## config.mk

```make
export PLATFORM = sky130hd
export DESIGN_NAME = result_bcd_display
export DESIGN_NICKNAME = d
export VERILOG_FILES = /design/src/rtl/result_display_pkg.sv /design/src/rtl/result_bcd_display_seg7_decoder.sv /design/src/rtl/result_bcd_display.sv
export SDC_FILE = /design/constraint.sdc
export NUM_CORES = 1
export LEC_CHECK = 0
export BUFFER_PORTS_ARGS = -buffer_cell sky130_fd_sc_hd__buf_4
export CORE_MARGIN = 3
export CORE_UTILIZATION = 40
export DETAILED_ROUTE_END_ITERATION = 10
export SYNTH_ARGS = -nofsm -noshare
export SYNTH_HDL_FRONTEND = slang
export SYNTH_HIERARCHICAL = 1
export SYNTH_SLANG_ARGS = --single-unit
```

## constraint.sdc

```tcl
create_clock -name Clock -period 2.05 [get_ports Clock]
set_input_delay 0.1025 -clock Clock [delete_from_list [all_inputs] [get_ports Clock]]
set_output_delay 0.1025 -clock Clock [all_outputs]
set_load 0.03 [all_outputs]
```

## src/rtl/result_display_pkg.sv

```systemverilog
// Shared types and 7-segment constants for the result BCD display.
// Segment patterns are active-low, ordered {g,f,e,d,c,b,a}.
package result_display_pkg;

    typedef enum logic [1:0] {
        S_IDLE,
        S_SHIFT,
        S_DONE
    } disp_state_t;

    localparam logic [6:0] SEG_BLANK = 7'h7F;
    localparam logic [6:0] SEG_0     = 7'h40;
    localparam logic [6:0] SEG_1     = 7'h79;
    localparam logic [6:0] SEG_2     = 7'h24;
    localparam logic [6:0] SEG_3     = 7'h30;
    localparam logic [6:0] SEG_4     = 7'h19;
    localparam logic [6:0] SEG_5     = 7'h12;
    localparam logic [6:0] SEG_6     = 7'h02;
    localparam logic [6:0] SEG_7     = 7'h78;
    localparam logic [6:0] SEG_8     = 7'h00;
    localparam logic [6:0] SEG_9     = 7'h10;

endpackage

```

## src/rtl/result_bcd_display_seg7_decoder.sv

```systemverilog
// One BCD digit to active-low 7-segment pattern, with forced blanking.
// Non-decimal codes also show blank.
module seg7_decoder
    import result_display_pkg::*;
(
    input  logic [3:0] bcd_i,
    input  logic       blank_i,
    output logic [6:0] seg_o
);

    always_comb begin
        seg_o = SEG_BLANK;
        if (!blank_i) begin
            case (bcd_i)
                4'd0:    seg_o = SEG_0;
                4'd1:    seg_o = SEG_1;
                4'd2:    seg_o = SEG_2;
                4'd3:    seg_o = SEG_3;
                4'd4:    seg_o = SEG_4;
                4'd5:    seg_o = SEG_5;
                4'd6:    seg_o = SEG_6;
                4'd7:    seg_o = SEG_7;
                4'd8:    seg_o = SEG_8;
                4'd9:    seg_o = SEG_9;
                default: seg_o = SEG_BLANK;
            endcase
        end
    end

endmodule

```

## src/rtl/result_bcd_display.sv

```systemverilog
// Captures datapath results, converts them to BCD by double-dabble
// and drives the HEX displays; one pending result is buffered.
module result_bcd_display
    import result_display_pkg::*;
#(
    parameter int DATA_W        = 8,
    parameter int DIGITS        = 3,
    parameter int BLANK_LEADING = 1
) (
    input  logic                  Clock,
    input  logic                  Reset,
    input  logic [DATA_W-1:0]     DataResult,
    input  logic                  ResultValid,
    output logic                  Busy,
    output logic                  BcdValid,
    output logic [4*DIGITS-1:0]   Bcd,
    output logic [7*DIGITS-1:0]   HexSeg
);

    localparam int CNT_W = $clog2(DATA_W) + 1;
    localparam int BCD_W = 4 * DIGITS;

    disp_state_t        state_q;
    logic               rv_q;
    logic [DATA_W-1:0]  pend_q;
    logic               pend_full_q;
    logic [DATA_W-1:0]  bin_q, bin_d;
    logic [BCD_W-1:0]   bcd_q, bcd_d, adj;
    logic [CNT_W-1:0]   cnt_q;
    logic [BCD_W-1:0]   bcd_out_q;
    logic               valid_q;
    logic               rise;
    logic [DIGITS-1:0]  lead;
    logic               lead_run;

    assign rise     = ResultValid & ~rv_q;
    assign Busy     = (state_q != S_IDLE);
    assign BcdValid = valid_q;
    assign Bcd      = bcd_out_q;

    // One double-dabble step: correct nibbles >= 5, then shift in next bit.
    always_comb begin
        adj = bcd_q;
        for (int i = 0; i < DIGITS; i++) begin
            if (adj[4*i +: 4] >= 4'd5)
                adj[4*i +: 4] = adj[4*i +: 4] + 4'd3;
        end
        {bcd_d, bin_d} = {adj, bin_q} << 1;
    end

    always_ff @(posedge Clock or posedge Reset) begin
        if (Reset) begin
            state_q     <= S_IDLE;
            rv_q        <= 1'b0;
            pend_q      <= '0;
            pend_full_q <= 1'b0;
            bin_q       <= '0;
            bcd_q       <= '0;
            cnt_q       <= '0;
            bcd_out_q   <= '0;
            valid_q     <= 1'b0;
        end else begin
            rv_q    <= ResultValid;
            valid_q <= 1'b0;
            case (state_q)
                S_IDLE: begin
                    if (rise) begin
                        state_q <= S_SHIFT;
                        bcd_q   <= '0;
                        cnt_q   <= '0;
                        if (pend_full_q) begin
                            bin_q       <= pend_q;
                            pend_full_q <= 1'b0;
                        end else begin
                            bin_q <= DataResult;
                        end
                    end
                end
                S_SHIFT: begin
                    if (rise) begin
                        pend_q      <= DataResult;
                        pend_full_q <= 1'b1;
                    end
                    bcd_q <= bcd_d;
                    bin_q <= bin_d;
                    cnt_q <= cnt_q + CNT_W'(1);
                    if (cnt_q == CNT_W'(DATA_W - 1))
                        state_q <= S_DONE;
                end
                S_DONE: begin
                    bcd_out_q <= bcd_q;
                    valid_q   <= 1'b1;
                    // A rise seen here is newer than any slot content.
                    if (rise || pend_full_q) begin
                        state_q     <= S_SHIFT;
                        bcd_q       <= '0;
                        cnt_q       <= '0;
                        bin_q       <= rise ? DataResult : pend_q;
                        pend_full_q <= 1'b0;
                    end else begin
                        state_q <= S_IDLE;
                    end
                end
                default: state_q <= S_IDLE;
            endcase
        end
    end

    always_comb begin
        lead     = '0;
        lead_run = 1'b1;
        for (int i = DIGITS - 1; i > 0; i--) begin
            lead_run = lead_run & (bcd_out_q[4*i +: 4] == 4'd0);
            lead[i]  = lead_run & (BLANK_LEADING != 0);
        end
    end

    for (genvar g = 0; g < DIGITS; g++) begin : g_dig
        seg7_decoder u_dec (
            .bcd_i   (bcd_out_q[4*g +: 4]),
            .blank_i (lead[g]),
            .seg_o   (HexSeg[7*g +: 7])
        );
    end

endmodule

```

# Yosys cells after proc, flatten, opt, wreduce, memory -nomap -nowiden
# Memories as Yosys holds them, arrays and structs flattened.
# Cells that the tools add are included.
[word_totals]
ff_bits = 49
mem_bits_ro = 336
input_bits = 11
out_inout_bits = 35
elab_cells = 63
mem_count = 3
[memory_table]
columns = ["name", "words", "width", "rd", "rd_clocked_by_memory_dff", "write_ports", "line", "rtl"]
rows = [
  ["(no name shown)", 16, 7, 1, 0, 0, "result_bcd_display_seg7_decoder.sv:14", "case (bcd_i)"],
  ["(no name shown)", 16, 7, 1, 0, 0, "result_bcd_display_seg7_decoder.sv:14", ""],
  ["(no name shown)", 16, 7, 1, 0, 0, "result_bcd_display_seg7_decoder.sv:14", ""],
]
[op_classes]
n_addsub = 4
order_cmp = 3
n_eq_ne = 7
mux = 25
bitwise_logic = 3
reduce_logical = 9
[op_table]
columns = ["op", "n"]
rows = [
  ["$pmux W12 S3", 1],
  ["$mux W8", 4],
  ["$mux W12", 2],
  ["$pmux W8 S3", 1],
  ["$mux W4", 4],
  ["$mux W7", 2],
  ["$ge A4 B3 Y1 const B", 3],
  ["$pmux W4 S3", 1],
  ["$add A4 B2 Y4 const B", 2],
  ["$logic_not A4 Y1", 2],
  ["$ne A2 B2 Y1 const B", 4],
  ["$pmux W2 S3", 1],
  ["$mux W1", 5],
  ["$add A4 B1 Y4 const B", 1],
  ["$eq A4 B3 Y1 const B", 1],
  ["$mux W2", 2],
  ["$reduce_and A4 Y1", 1],
  ["$add A3 B2 Y3 const B", 1],
  ["$mux W3", 1],
  ["$pmux W1 S3", 1],
  ["$reduce_and A3 Y1", 1],
  ["$reduce_bool A3 Y1", 1],
  ["$and A1 B1 Y1", 2],
  ["$eq A2 B1 Y1 const B", 1],
  ["other kinds (6)", 6],
]

# Depth between registers and ports, before layout
# Gate-level depths: netlist (run 1).
[logic_depth]
ltp_word = 5
depth_mapped = 8
ltp_nobuf = 6

# By module
# Netlist (run 1), hierarchy kept.
[modules_own_cells]
columns = ["module", "instances", "cells_each", "area_each_um2", "seq_area_each_um2"]
rows = [
  ["result_bcd_display", 1, 232, 2581.2, 1226.2],
  ["seg7_decoder at g_dig[0].u_dec ...", 2, 35, 252.7, 0.0],
  ["seg7_decoder at g_dig[2].u_dec", 1, 33, 236.5, 0.0],
]

# Worst setup path after synthesis (run 1)
# Ideal clock, no wire load.
[synth_timing]
path_type = "reg2out"
start = "reg bcd_out_q[9] (netlist: Bcd[9])"
end = "out HexSeg[13]"
t_arrival_ns = 2.158
required_ns = 1.947
setup_slack_ns = -0.211
path_stages_with_launch = 5
n_path_buf = 0
cell_sequence = "dfrtp_1 -> nor4_1 -> and2_1 -> nor2_1 -> a21oi_2"
[synth_between]
elab_chain_len = 3
[synth_lines]
columns = ["element", "line", "rtl"]
rows = [
  ["start, declared", "result_bcd_display.sv:30", "logic [BCD_W-1:0] bcd_out_q;"],
  ["start signal, assigned", "result_bcd_display.sv:91", "bcd_out_q <= bcd_q;"],
  ["$logic_not A4 Y1", "result_bcd_display.sv:113", "lead_run = lead_run & (bcd_out_q[4*i +: 4] == 4'd0);"],
  ["named net lead[2]", "result_bcd_display.sv:33", "logic [DIGITS-1:0] lead;"],
  ["$and A1 B1 Y1", "result_bcd_display.sv:113", ""],
  ["named net lead[1]", "result_bcd_display.sv:33", ""],
  ["$mux W7", "result_bcd_display_seg7_decoder.sv:13", "if (!blank_i) begin"],
  ["end, declared", "result_bcd_display.sv:17", "output logic [7*DIGITS-1:0] HexSeg"],
]
# The timed path passes the listed nets, and every way through them passes these cells.

# Worst setup path in the final report (run 1)
[layout_timing]
start = "reg bcd_out_q[9] (netlist: Bcd[9])"
end = "out HexSeg[7]"
# The elaborated chain is that of the path after synthesis.

==> qor.log, run 1 <==
INFO  cells_and_area area_added_between_synthesis_and_finish=19.5%
INFO  cells_and_area finalCoreUtilization=0.503
INFO  route          post_dr_wirelength_cell=13.1µm
INFO  yosys          post_synth_most_frequent_cells=sky130_fd_sc_hd__dfrtp_1, sky130_fd_sc_hd__a21oi_1, sky130_fd_sc_hd__ha_1
INFO  yosys          synth_seq_cells=49
INFO  die            die_w=97.2µm
INFO  global_route   antenna_found_initial=0
INFO  die            floorplan.initialDensity=0.421
INFO  timing         maxSlewViolCount=0
INFO  timing         final-setup-viol-count=0
INFO  clock_tree     clock_sink_count=49
INFO  route          vias=2,554
INFO  cells_and_area multiInputGateArea=0.00193mm²
INFO  placement      placement.setup.worst_slack=279ps
INFO  route          post-route-drc-count=0
INFO  pwr            power_density=1310mW/mm²
INFO  global_route   largest_net_degree_at_the_start_of_global_routing=24
INFO  yosys          yosysSeqAreaShare=0.369
INFO  cells_and_area num-fill-cells=748
INFO  timing         timing.final.crit_period=1890ps
INFO  job            maxCapViolCount=0
INFO  yosys          synth.largest_area_cell=sky130_fd_sc_hd__dfrtp_1
INFO  route          wirelength=6530µm
INFO  hold_path      worstHoldPathCells=2
INFO  die            design.portCount=46
INFO  clock_tree     clock_tree.buffer_depth=2
INFO  cells_and_area antenna_cells_inserted=0
INFO  clock_tree     cts_tree=yes
INFO  critical_path  cp-end-kind=output port
INFO  yosys          postSynth.asyncResetShare=1.00
INFO  yosys          postSynthAreaPerCell=9.92µm²
INFO  timing         timing_hold_violations_final=0
INFO  yosys          ys.warnings.count=6
INFO  placement      port_buffers=45
INFO  clock_tree     clockRootBuffer=sky130_fd_sc_hd__clkbuf_8
INFO  global_route   via_count_of_the_first_global_routing_pass=2,459
INFO  yosys          netlist_instances=335
INFO  timing         hold-worst-slack=36.8ps
INFO  clock_tree     clock_pin_slew_worst_setup_and_hold_paths=100ps
INFO  timing         period_share=0.920
INFO  timing         fin_ws=165ps
INFO  clock_tree     htreeDepth=2
INFO  critical_path  critical_path_required=1950ps
INFO  yosys          count_of_flip_flops_with_a_built_in_enable_after_synthesis=0
INFO  yosys          dominantRegCellSynth=sky130_fd_sc_hd__dfrtp_1
INFO  clock_tree     clock_latency=310ps
INFO  pwr            ir_worst_vdd=0.559mV
INFO  cells_and_area finalNetCount=433
INFO  cells_and_area instances_no_fill=498
INFO  yosys          netlist_area=0.00332mm²
INFO  critical_path  crit_fanout=9
INFO  die            core_area=0.00789mm²
INFO  global_route   wire_length_of_the_first_global_routing_pass=11,300µm
INFO  route          drt_iter0_drc=95
INFO  hold_path      worst_hold_startpoint=DataResult[4]
INFO  die            die_height=97.2µm
INFO  pwr            power.total=5.19mW
INFO  route          drt-pass1-iter-count=4
INFO  critical_path  r2r_slack=280ps
INFO  yosys          synth.lib_cells_used.distinct=47
INFO  critical_path  worst_ep_arrival_time=1780ps
INFO  yosys          synthDominantCellAreaShare=0.369
INFO  route          drtAntennaViolNets=0
INFO  placement      total_placed_instance_area=0.00386mm²
INFO  yosys          synth.most_common_cell=sky130_fd_sc_hd__dfrtp_1
INFO  critical_path  rr_worst_depth=7
INFO  placement      post_dp_hpwl=4870µm
INFO  critical_path  worstReg2RegStart=state_q[0]$_DFFE_PP0P_
INFO  hold_path      min_delay_worst_endpoint=pend_q[4]$_DFFE_PP0P_
INFO  timing         maxClockFrequency=530MHz
INFO  global_route   grt_overflow_total=0
INFO  hold_path      worst_hold_path_type=in2reg
INFO  cells_and_area stdcell_area=0.00397mm²
INFO  critical_path  r2r-end=bin_q[6]$_DFFE_PP0P_
INFO  die            core.rowCount=32
INFO  route          viasPerCell=5.13
INFO  cells_and_area seq_area=0.00123mm²
INFO  outcome        run_status=finished clean
INFO  cells_and_area layout-drive-gt1-share=0.285
INFO  placement      gp_routability_congestion=0.753
INFO  yosys          synthTopCellsByArea=sky130_fd_sc_hd__dfrtp_1, sky130_fd_sc_hd__ha_1, sky130_fd_sc_hd__mux2i_1, sky130_fd_sc_hd__mux2_2, sky130_fd_sc_hd__a21oi_1
INFO  placement      numPlacedInstances=488
INFO  timing         rsz0062_at_grt=no
INFO  timing         fin_skew=4.28ps
INFO  clock_tree     cts-buffers-inserted=5
INFO  pwr            leakage=1.83nW
INFO  critical_path  worstSetupPathType=reg2out
INFO  timing         timing.setup.tns=0ps
INFO  critical_path  startpoint_type=flip-flop
INFO  die            die-area=0.00944mm²
INFO  global_route   total_global_routing_track_utilization=0.141
==> critical path, stage by stage, from the launching register on <==
cell	delay (ps)
sky130_fd_sc_hd__dfrtp_1	500
sky130_fd_sc_hd__nor4_2	310
sky130_fd_sc_hd__and2_2	280
sky130_fd_sc_hd__nor2_1	90
sky130_fd_sc_hd__a21oi_2	140
sky130_fd_sc_hd__buf_4	160
==> cell type report <==
type / instances / share of cell area
Inverter: 21 / 0.0198
Clock buffer: 5 / 0.0173
Tap cell: 102 / 0.0321
Clock inverter: 3 / 0.00536
Timing Repair Buffer: 65 / 0.130
Sequential cell: 49 / 0.309
Multi-Input combinational cell: 253 / 0.486
==> flip-flops by register name, summed over array words and instances (netlist names) <==
register,cells
BcdValid,1
state_q,2
Bcd,12
pend_q,8
bin_q,8
bcd_q,12
cnt_q,4
rv_q,1
pend_full_q,1
==> timing repair <==
action,4_1_cts,5_1_grt
buffers inserted,0,0
resized for setup,0,2
hold buffers,2,0
setup endpoints to repair,0,7
endpoints found under the hold margin,11,0
==> layout by cell type, fill, tap and decap left out, types with 6 or more instances in the layout <==
| cell | Yosys | routed |
|---|---|---|
| sky130_fd_sc_hd__a21oi_1 | 27 | 27 |
| sky130_fd_sc_hd__a22o_1 | 6 | 6 |
| sky130_fd_sc_hd__buf_4 | 0 | 61 |
| sky130_fd_sc_hd__conb_1 | 1 | 6 |
| sky130_fd_sc_hd__dfrtp_1 | 49 | 48 |
| sky130_fd_sc_hd__ha_1 | 27 | 27 |
| sky130_fd_sc_hd__inv_1 | 21 | 20 |
| sky130_fd_sc_hd__mux2_2 | 18 | 18 |
| sky130_fd_sc_hd__mux2_4 | 7 | 7 |
| sky130_fd_sc_hd__mux2i_1 | 21 | 21 |
| sky130_fd_sc_hd__nand2_1 | 23 | 23 |
| sky130_fd_sc_hd__nand2b_1 | 12 | 12 |
| sky130_fd_sc_hd__nor2_1 | 14 | 14 |
| sky130_fd_sc_hd__nor3_1 | 8 | 8 |
| sky130_fd_sc_hd__o21ai_0 | 18 | 18 |
| sky130_fd_sc_hd__o21ai_1 | 9 | 9 |
| sky130_fd_sc_hd__o221ai_1 | 7 | 7 |
==> metal layers <==
layer	GRT usage	wire length, µm
met2	0.241	3050
met3	0.0309	259
met5	0	0
met4	0.0356	60
met1	0.182	3160
==> where the power goes <==
part	internal, mW	switching, mW
sequential	1.23	0.257
combinational	1.35	1.76
clock	0.243	0.348
total	2.82	2.37
==> kinds of logic after synthesis <==
logic type | Yosys count | share of synthesized area
other | 1 | 0.00113
AND/OR/NAND/NOR | 80 | 0.134
AO/OA/AOI/OAI | 90 | 0.170
multiplexers | 46 | 0.156
flip-flops | 49 | 0.369
XOR/XNOR | 4 | 0.0105
adder cells (fa/ha/maj) | 27 | 0.102
buffers and inverters | 38 | 0.0584
==> how the worst max path moves through the flow <==
stage | start | to | cells past startpoint
final | Bcd[9]$_DFFE_PP0P_ | HexSeg[7] | 5
after CTS | Bcd[9]$_DFFE_PP0P_ | HexSeg[7] | 5
after floorplan | Bcd[9]$_DFFE_PP0P_ | HexSeg[13] | 4
after global placement | state_q[0]$_DFFE_PP0P_ | bin_q[6]$_DFFE_PP0P_ | 7
after global routing | Bcd[9]$_DFFE_PP0P_ | HexSeg[7] | 5
after detailed placement | state_q[0]$_DFFE_PP0P_ | bin_q[6]$_DFFE_PP0P_ | 7
Note: power is estimated with default switching activity, not from simulation.
==> run 2, diff against run 1 <==
- clock period: 2.05 -> 1.5 ns (I/O delays scaled with it)
==> run 2 against run 1 <==
Against the previous run: the flow now finishes with violations (negative setup slack); design area rose by 30%; wire length rose by 26%; utilization rose by 15 points; die area did not move; first-iteration DRC count rose by 68%; non-clock buffer count rose by 56; register-to-register slack got worse by 500 ps; clock skew rose by 0.59 ps; worst setup slack got worse by 390 ps; global-route usage rose by 3.1 points; flip-flop and latch count did not move; clock power rose by 31%; critical path type unchanged.
==> qor.log, run 2 (same netlist as run 1, synthesis figures left out) <==
INFO  pwr            power_switching_share=0.435 [-0.0218]
INFO  clock_tree     clock_tree.buffer_depth=2 [unchanged]
INFO  pwr            power.share.clock=0.083 [-0.031]
INFO  die            core_area=0.00789mm² [unchanged]
INFO  critical_path  cp-end-kind=output port
INFO  cells_and_area area_added_between_synthesis_and_finish=54.9%
INFO  outcome        violated_checks=negative setup slack
INFO  pwr            power.total=9.26mW [+79%]
INFO  clock_tree     clock_sink_count=49 [unchanged]
INFO  critical_path  worstSetupPathType=reg2out
INFO  cells_and_area num-fill-cells=612 [-18%]
INFO  timing         maxSlewViolCount=0 [unchanged]
INFO  critical_path  worst_ep_arrival_time=1650ps [-130 ps]
INFO  clock_tree     clock_latency=300ps [about the same]
INFO  timing         period_share=1.15
INFO  critical_path  worst_path_dominant_cell_family=simple AND/OR/NAND/NOR gates
INFO  timing         final-setup-viol-count=42 [+42]
INFO  placement      gp_routability_congestion=0.817 [+8.6%]
INFO  die            design.portCount=46 [unchanged]
INFO  timing         fin_ws=-222ps [-387 ps]
INFO  pwr            leakage=2.29nW [+25%]
INFO  timing         timing.final.crit_period=1720ps
INFO  cells_and_area stdcell_area=0.00515mm² [+30%]
INFO  timing         rsz0062_at_grt=yes
INFO  global_route   grt_overflow_total=0 [unchanged]
INFO  pwr            ir_worst_vdd=0.848mV [+52%]
INFO  clock_tree     cts-buffers-inserted=5 [unchanged]
INFO  cells_and_area finalNetCount=489 [+13%]
INFO  route          drt-pass1-iter-count=4 [unchanged]
INFO  global_route   antenna_found_initial=0 [unchanged]
INFO  global_route   total_global_routing_track_utilization=0.172 [+0.0307]
INFO  critical_path  critical_path_required=1420ps [-530 ps]
INFO  pwr            power_frac_comb=0.697 [+0.097]
INFO  placement      total_placed_instance_area=0.00419mm² [+8.7%]
INFO  clock_tree     clockRootBuffer=sky130_fd_sc_hd__clkbuf_8
INFO  timing         maxClockFrequency=581MHz
INFO  critical_path  startpoint_type=flip-flop
INFO  cells_and_area multiInputGateArea=0.00247mm² [+28%]
INFO  timing         timing_hold_violations_final=0 [unchanged]
INFO  route          vias=2,860 [+12%]
INFO  cells_and_area layout-drive-gt1-share=0.546 [+0.261]
INFO  cells_and_area layout.cells.most_common=sky130_fd_sc_hd__buf_4
INFO  route          viasPerCell=5.16 [+0.66%]
INFO  die            die_w=97.2µm [unchanged]
INFO  timing         timing.setup.tns=-5010ps [-5010 ps]
INFO  route          post_dr_wirelength_cell=14.8µm [+13%]
INFO  pwr            switchingPower=4.02mW [+70%]
INFO  clock_tree     cts_tree=yes
INFO  critical_path  crit_chain=buf_4 > nor4_2 > and2_4 > nor2_4 > a21oi_4 > buf_6
INFO  die            floorplan.initialDensity=0.421 [unchanged]
INFO  route          drt_iter0_drc=160 [+68%]
INFO  hold_path      worst_hold_path_type=in2reg
INFO  global_route   via_count_of_the_first_global_routing_pass=2,952 [+20%]
INFO  timing         fin_skew=4.86ps [+0.588 ps]
INFO  route          post-route-drc-count=0 [unchanged]
INFO  job            maxCapViolCount=0 [unchanged]
INFO  pwr            power_density=1800mW/mm² [+38%]
INFO  outcome        run_status=complete, but fails checks
INFO  critical_path  crit_fanout=6 [-3]
INFO  cells_and_area seq_area=0.00124mm² [+1.0%]
INFO  cells_and_area most-common-layout-cells=sky130_fd_sc_hd__buf_4, sky130_fd_sc_hd__dfrtp_1, sky130_fd_sc_hd__buf_6, sky130_fd_sc_hd__nand2_1, sky130_fd_sc_hd__mux2i_1
INFO  route          wirelength=8210µm [+26%]
INFO  critical_path  timing.critical_path.slowest_stage_cell=sky130_fd_sc_hd__dfrtp_2
INFO  clock_tree     htreeDepth=2 [unchanged]
INFO  route          drtAntennaViolNets=0 [unchanged]
INFO  global_route   wire_length_of_the_first_global_routing_pass=13,900µm [+22%]
INFO  global_route   largest_net_degree_at_the_start_of_global_routing=50 [+110%]
INFO  clock_tree     clock_pin_slew_worst_setup_and_hold_paths=90ps [about the same]
INFO  critical_path  max_stage_delay=450ps [-50 ps]
INFO  pwr            internal_power=5.24mW [+86%]
INFO  pwr            power_frac_seq=0.220 [-0.066]
INFO  critical_path  critical_path.n_buffers_inverters=2 [+1]
INFO  placement      post_dp_hpwl=5350µm [+9.8%]
INFO  cells_and_area antenna_cells_inserted=0 [unchanged]
INFO  die            die-area=0.00944mm² [unchanged]
INFO  placement      port_buffers=45 [unchanged]
INFO  die            core.rowCount=32 [unchanged]
INFO  die            die_height=97.2µm [unchanged]
[run 2: cell count changes in the layout (fill, tap and decap cells not counted), sizes merged]
| cell | delta |
|---|---|
| clkbuf | +4 |
| inv | -2 |
| buf | +54 |
[run 2: path summary, 6_finish.rpt]
kind | end | start | slack (ps) | cells past startpoint
worst min register to register | bin_q[6]$_DFFE_PP0P_ | bin_q[6]$_DFFE_PP0P_ | 520 | 1
min in group asynchronous | bcd_q[0]$_DFFE_PP0P_ | Reset | 360 | 4
worst max-delay path | HexSeg[7] | Bcd[4]$_DFFE_PP0P_ | -220 | 6
worst min-delay path | pend_q[0]$_DFFE_PP0P_ | DataResult[0] | 20 | 2
worst max register to register | bin_q[3]$_DFFE_PP0P_ | state_q[1]$_DFFE_PP0P_ | -220 | 7
max in group asynchronous | Bcd[5]$_DFFE_PP0P_ | Reset | 890 | 4
[run 2: what timing repair did]
item | in CTS | in global routing
endpoints found under the setup margin | 50 | 58
setup buffers | 28 | 8
endpoints found under the hold margin | 50 | 0
pin swaps | 14 | 19
gates cloned | 1 | 2
resized for setup | 80 | 50
hold buffers | 2 | 0
[run 2: layout make-up]
| class | count | share of cell area |
|---|---|---|
| inverter | 21 | 0.0177 |
| clock inverter | 1 | 0.00146 |
| clock buffer | 7 | 0.0148 |
| multi-input combinational | 253 | 0.480 |
| timing repair buffer | 121 | 0.220 |
| sequential | 49 | 0.241 |
| tap | 102 | 0.0248 |
[run 2: routing by layer]
metal  part of all wire  vias up  track usage
li1                   -     1413            -
met1               0.42     1395        0.209
met2               0.54       45        0.321
met3              0.030        7       0.0251
met4             0.0095        0       0.0367
met5                  0        -            0
[run 2: stage by stage]
step / setup slack [ps] / hold slack, ps / utilization / std cells
4_1_cts: -213 / 11.6 / 0.615 / 545
2_1_floorplan: -188 / 106 / - / 340
3_3_place_gp: -124 / 148 / 0.532 / 506
6_report: -222 / 18.7 / 0.652 / 554
3_5_place_dp: -175 / 151 / 0.532 / 506
5_1_grt: -321 / 18.9 / 0.652 / 554
[run 2: power by group through the flow]
stage / Combinational (mW) / Clock [mW] / Sequential [mW]
after floorplan: 3.55 / 0 / 2.11
after global placement: 5.04 / 0 / 2.03
after detailed placement: 5.12 / 0 / 2.04
after CTS: 6.04 / 0.803 / 2.02
after global routing: 6.93 / 0.856 / 2.08
final: 6.45 / 0.773 / 2.03
